[src/rtl/gold_nic.sv]
// gold_nic: network interface controller between one processing element and
// its gold_router. Memory-mapped register file (in-buf, in-status, out-buf,
// out-status) on the processor side; single-entry input and output channels
// on the router PE port, with VC/polarity-gated injection.
// Optional feature macro: NIC_SRC_STAMP_EN (stamps NODE_ID into bits [47:32]
// of every accepted out-buf write).
module gold_nic #(
    parameter logic [15:0] NODE_ID = 16'h0000
) (
    input  logic        clk,
    input  logic        reset,
    input  logic [1:0]  addr,
    input  logic [63:0] d_in,
    output logic [63:0] d_out,
    input  logic        nicEn,
    input  logic        nicWrEn,
    input  logic        net_si,
    output logic        net_ri,
    input  logic [63:0] net_di,
    output logic        net_so,
    input  logic        net_ro,
    output logic [63:0] net_do,
    input  logic        net_polarity
);

    localparam logic [1:0] ADDR_IN_BUF   = 2'b00;
    localparam logic [1:0] ADDR_IN_STAT  = 2'b01;
    localparam logic [1:0] ADDR_OUT_BUF  = 2'b10;
    localparam logic [1:0] ADDR_OUT_STAT = 2'b11;

    logic [63:0] in_buf_r;
    logic        in_full_r;
    logic [63:0] out_buf_r;
    logic        out_full_r;
    logic [63:0] d_out_r;

    logic        rd_s;
    logic        wr_s;
    logic        capture_s;
    logic        in_clear_s;
    logic        drain_s;
    logic        out_load_s;
    logic [63:0] rd_data_s;
    logic [63:0] wr_data_s;

    // Form the packet stored on an accepted processor write.
    function automatic logic [63:0] form_out_pkt(input logic [63:0] data);
`ifdef NIC_SRC_STAMP_EN
        return {data[63:48], NODE_ID, data[31:0]};
`else
        return data;
`endif
    endfunction

    // Decode processor access and channel events for this cycle.
    always_comb begin
        rd_s       = nicEn & ~nicWrEn;
        wr_s       = nicEn & nicWrEn;
        // A new packet is only taken while the input buffer is empty.
        capture_s  = net_si & ~in_full_r;
        in_clear_s = rd_s & (addr == ADDR_IN_BUF) & in_full_r;
        // Inject only when the packet's VC matches the current ring polarity.
        drain_s    = out_full_r & net_ro & (out_buf_r[63] == net_polarity);
        // A write while the buffer is still full (even if it drains now) is dropped.
        out_load_s = wr_s & (addr == ADDR_OUT_BUF) & ~out_full_r;
        wr_data_s  = form_out_pkt(d_in);
    end

    // Select the register returned by a processor read.
    always_comb begin
        rd_data_s = 64'h0;
        case (addr)
            ADDR_IN_BUF:   rd_data_s = in_buf_r;
            ADDR_IN_STAT:  rd_data_s = {63'h0, in_full_r};
            ADDR_OUT_BUF:  rd_data_s = out_buf_r;
            ADDR_OUT_STAT: rd_data_s = {63'h0, out_full_r};
            default:       rd_data_s = 64'h0;
        endcase
    end

    // Input channel: capture from the router, release on in-buf read.
    always_ff @(posedge clk) begin
        if (reset) begin
            in_buf_r  <= 64'h0;
            in_full_r <= 1'b0;
        end else if (capture_s) begin
            in_buf_r  <= net_di;
            in_full_r <= 1'b1;
        end else if (in_clear_s) begin
            in_full_r <= 1'b0;
        end else begin
            in_full_r <= in_full_r;
        end
    end

    // Output channel: load from the processor, release on injection.
    always_ff @(posedge clk) begin
        if (reset) begin
            out_buf_r  <= 64'h0;
            out_full_r <= 1'b0;
        end else if (drain_s) begin
            out_full_r <= 1'b0;
        end else if (out_load_s) begin
            out_buf_r  <= wr_data_s;
            out_full_r <= 1'b1;
        end else begin
            out_full_r <= out_full_r;
        end
    end

    // Registered processor read data; holds when no read is issued.
    always_ff @(posedge clk) begin
        if (reset) begin
            d_out_r <= 64'h0;
        end else if (rd_s) begin
            d_out_r <= rd_data_s;
        end else begin
            d_out_r <= d_out_r;
        end
    end

    // Drive the router-facing handshake and read data.
    always_comb begin
        d_out  = d_out_r;
        net_ri = ~in_full_r;
        net_so = drain_s;
        net_do = out_buf_r;
    end

endmodule

[config.mk]
export PLATFORM = sky130hd
export DESIGN_NAME = gold_nic
export DESIGN_NICKNAME = d
export VERILOG_FILES = /design/src/rtl/gold_nic.sv
export SDC_FILE = /design/constraint.sdc
export NUM_CORES = 1
export LEC_CHECK = 0
export CAP_MARGIN = 20
export CELL_PAD_IN_SITES_DETAIL_PLACEMENT = 1
export CELL_PAD_IN_SITES_GLOBAL_PLACEMENT = 2
export CORE_MARGIN = 2
export CORE_UTILIZATION = 24
export CTS_CLUSTER_SIZE = 24
export DETAILED_ROUTE_END_ITERATION = 10
export GPL_TIMING_DRIVEN = 0
export PLACE_DENSITY_LB_ADDON = 0.1
export SLEW_MARGIN = 20
export SYNTH_ARGS = -nofsm -noshare
export SYNTH_HDL_FRONTEND = slang
export SYNTH_SLANG_ARGS = --single-unit
[constraint.sdc]
create_clock -name clk -period 1.3 [get_ports clk]
set_input_delay 0.195 -clock clk [delete_from_list [all_inputs] [get_ports clk]]
set_output_delay 0.195 -clock clk [all_outputs]
set_load 0.02 [all_outputs]
==> results of run 1 <==
## synthesized netlist by cell type
master    instances
nor3_4            1
o21bai_1          1
nand4b_1          1
a211oi_1          1
a21oi_1          65
nor2b_1           2
a221o_1          63
a21boi_0          1
buf_1             3
dfxtp_1         194
clkbuf_1         32
o21ai_0           1
inv_1             2
nor3b_1          63
or3b_4            1
nand2b_1        129
nor3_1            1
o21ba_1           1
nor3b_2           1
buf_8             3
xnor2_1           1
clkbuf_8          9
buf_6            12
mux2i_1          64
and3_1            1
nor2b_2           1
nor2_1            1
o221a_2           1
buf_2            11
nand2_1         128
nand3_1           1
## report_power, final
group	switching, mW	internal, mW	leakage (nW)
clock	2.71	2.76	0.292
combinational	0.731	0.790	2.61
sequential	0.126	6.13	1.58
total	3.57	9.68	4.49
## stage by stage
stage | utilization | std cells
after floorplan | - | 796
after global placement | 0.342 | 1503
after detailed placement | 0.342 | 1503
after CTS | 0.364 | 1546
after global routing | 0.358 | 1547
final | 0.358 | 1548
## critical path, cell delays in order, from the launching register on
cell     delay, ns
dfxtp_4       0.37
xnor2_2       0.13
and3_1        0.17
buf_6         0.13
## cell families after synthesis
| logic type | share of synthesized area |
|---|---|
| xor+xnor | 0.00111 |
| compound gates | 0.127 |
| buf+inv | 0.0631 |
| flops | 0.492 |
| mux | 0.0812 |
| simple gates | 0.235 |
## routing by layer
metal | up-vias | share of wire | track usage
li1 | 3355 | - | -
met1 | 3333 | 0.46 | 0.220
met2 | 179 | 0.46 | 0.285
met3 | 12 | 0.070 | 0.0568
met4 | 0 | 0.0061 | 0.0343
met5 | - | 0 | 0
## registers in the layout, summed over array words and instances, names as in the netlist
signal,count
d_out,64
in_buf_r,64
in_full_r,1
net_do,64
out_full_r,1
## worst max-delay path by stage
stage / from / end / slack (ns)
2_1_floorplan: addr[0] / d_out[13]$_SDFFE_PP0P_ / -0.02
3_3_place_gp: net_si / in_buf_r[16]$_SDFFE_PP0P_ / -0.96
3_5_place_dp: net_si / in_buf_r[37]$_SDFFE_PP0P_ / -1.00
4_1_cts: net_do[63]$_SDFFE_PP0P_ / net_so / -0.15
5_1_grt: net_do[63]$_SDFFE_PP0P_ / net_so / -0.20
6_report: net_do[63]$_SDFFE_PP0P_ / net_so / -0.12
## timing repair
action                                  4_1_cts  5_1_grt
gates resized for setup                     509       83
cloned                                        3        2
endpoints found under the setup margin      322      170
pin swaps                                     5        3
setup buffers                                 9        0
## cell usage in the layout, fill, tap and decap left out, drive strengths merged
master / Yosys / layout
dfxtp: 194 / 194
buf: 29 / 135
clkdlybuf4s50: 0 / 131
nand2b: 129 / 129
nand2: 128 / 128
a21oi: 65 / 65
mux2i: 64 / 64
nor3b: 64 / 64
a221o: 63 / 63
clkbuf: 41 / 61
clkdlybuf4s15: 0 / 35
inv: 2 / 9
clkinv: 0 / 6
dlygate4sd2: 0 / 3
nor2b: 3 / 3
nor3: 2 / 2
diode: 0 / 1
xnor2: 1 / 1
and3: 1 / 1
nand4b: 1 / 1
nor2: 1 / 1
or3b: 1 / 1
nand3: 1 / 1
o221a: 1 / 1
o21bai: 1 / 1
a211oi: 1 / 1
o21ai: 1 / 1
a21boi: 1 / 1
o21ba: 1 / 1
bufinv: 0 / 1
## layout make-up
type | count | area share
sequential | 194 | 0.336
multi-input combinational | 530 | 0.304
timing repair buffer | 278 | 0.206
buffer | 69 | 0.0550
tap | 442 | 0.0476
clock buffer | 18 | 0.0369
clock inverter | 14 | 0.0144
inverter | 2 | 0.000646
antenna | 1 | 0.000215
==> summary.md, run 1 <==
| Metric | Value |
|---|---|
| Final worst slack | `-0.123 ns` |
| Dpl hpwl | `21200 µm` |
| CTS Buf Count | `17` |
| Worst-Margin Slew | `0.566 ns` |
| Wire per inst | `19.1 µm` |
| Failing checks | `setup timing` |
| Critical Path Start Type | `flip-flop` |
| Final Hold Viols | `0` |
| H-tree depth | `4` |
| Pre-CTS setup slack | `-1.00 ns` |
| Core area | `32500 µm²` |
| Die width | `185 µm` |
| Critical path type | `flip-flop to primary output` |
| Remaining DRCs | `0` |
| Filler cells | `3715` |
| Clock skew | `0.0140 ns` |
| Max_slew headroom | `0.623` |
| Peak Freq | `703 MHz` |
| CTS root buffer | `clkbuf_16` |
| Layout cells sized above 1 | `0.226` |
| Die area | `34300 µm²` |
| Most area-consuming cells after synthesis | `dfxtp_1, nand2b_1, mux2i_1, a221o_1, nand2_1` |
| Final worst path period need | `1.42 ns` |
| #FFs+latches synth | `194` |
| Post-layout instance area | `11600 µm²` |
| Worst-path clk slew | `0.07 ns` |
| Worst min-delay path startpoint | `addr[0]` |
| RSZ-0062 raised after global routing | `true` |
| CTS hold repair buffers | `0` |
| Area Overhead vs Synth | `47.4%` |
| Routed Antenna Nets | `0` |
| CTS tree | `built` |
| RePlAce Congestion | `0.720` |
| Hold Crit Endpoint | `d_out[0]$_SDFFE_PP0P_` |
| Total negative slack | `-0.123 ns` |
| Max Slew Vio Count | `0` |
| Final setup viols | `1` |
| Via-to-Cell Ratio | `4.44` |
| Clk_lat worst skew | `0.44 ns` |
| CP Max Fanout | `3` |
| Worst hold slack | `0.195 ns` |
| Maxcap violations | `0` |
| Vias in the first global route | `7271` |
| Tcrit/Tclk final | `1.09` |
| Post-DP Area | `11100 µm²` |
| Vias | `6879` |
| CP arrival | `1.23 ns` |
| Height of the die | `185 µm` |
| Gate count of the mapped netlist | `796` |
| Largest net degree at the start of global routing | `20` |
| Mean Syn Cell Area | `9.91 µm²` |
| Worst vdd ir | `0.816 mV` |
| R2R setup slack | `0.09 ns` |
| I/O Buffers | `265` |
| Hold Crit Depth | `3` |
| Sequential area share after synthesis | `0.492` |
| Min-delay worst type | `input port to flip-flop` |
| FF+latch area | `3900 µm²` |
| First-pass detailed-route iteration total | `6` |
| Synth warn | `0` |
| Worst R2R Path Depth | `4` |
| Ports | `267` |
| Final net count | `1229` |
| Leak Pwr | `4.49 nW` |
| GRT Util Overall | `0.173` |
| Reg2reg start | `out_full_r$_SDFFE_PP0P_` |
| Routed WL | `29600 µm` |
| Multi-input logic area | `3530 µm²` |
| PwrDens | `1140 nW/µm²` |
| Distinct cells, synth | `31` |
| Initial antenna violation count | `2` |
| Worst r2r dst | `net_do[37]$_SDFFE_PP0P_` |
| Clock Path Buffers | `2` |
| Pwr Total | `13.2 mW` |
| CP Capture Type | `primary output` |
| Global-route wire length before repair | `44600 µm` |
| Sink Count | `194` |
| Mapped cell area | `7890 µm²` |
| Synth top area share | `0.492` |
| Site Rows | `66` |
| Status | `complete, but fails checks` |
| Initial drt markers | `231` |
| Critical Path RT | `1.11 ns` |
| Initial Utilization | `0.243` |
| Area leader, netlist | `dfxtp_1` |
| Synthesized Nets | `933` |
| GRT overflow | `0` |
Note: power is estimated with default switching activity, not from simulation.
==> run 2, diff against run 1 <==
--- a/config.mk
+++ b/config.mk
@@ -12,6 +12,7 @@
 export CORE_UTILIZATION = 24
 export CTS_CLUSTER_SIZE = 24
 export DETAILED_ROUTE_END_ITERATION = 10
+export GPL_ROUTABILITY_DRIVEN = 0
 export GPL_TIMING_DRIVEN = 0
 export PLACE_DENSITY_LB_ADDON = 0.1
 export SLEW_MARGIN = 20
==> results of run 2 <==
Same layout as run 1: the final DEF is identical, and so are final timing and power.
==> run 3, diff against run 2 <==
--- a/config.mk
+++ b/config.mk
@@ -10,9 +10,8 @@
 export CELL_PAD_IN_SITES_GLOBAL_PLACEMENT = 2
 export CORE_MARGIN = 2
 export CORE_UTILIZATION = 24
-export CTS_CLUSTER_SIZE = 24
 export DETAILED_ROUTE_END_ITERATION = 10
-export GPL_ROUTABILITY_DRIVEN = 0
+export GPL_ROUTABILITY_DRIVEN = 1
 export GPL_TIMING_DRIVEN = 0
 export PLACE_DENSITY_LB_ADDON = 0.1
 export SLEW_MARGIN = 20
==> results of run 3 <==
Same layout as run 1: the final DEF is identical, and so are final timing and power.
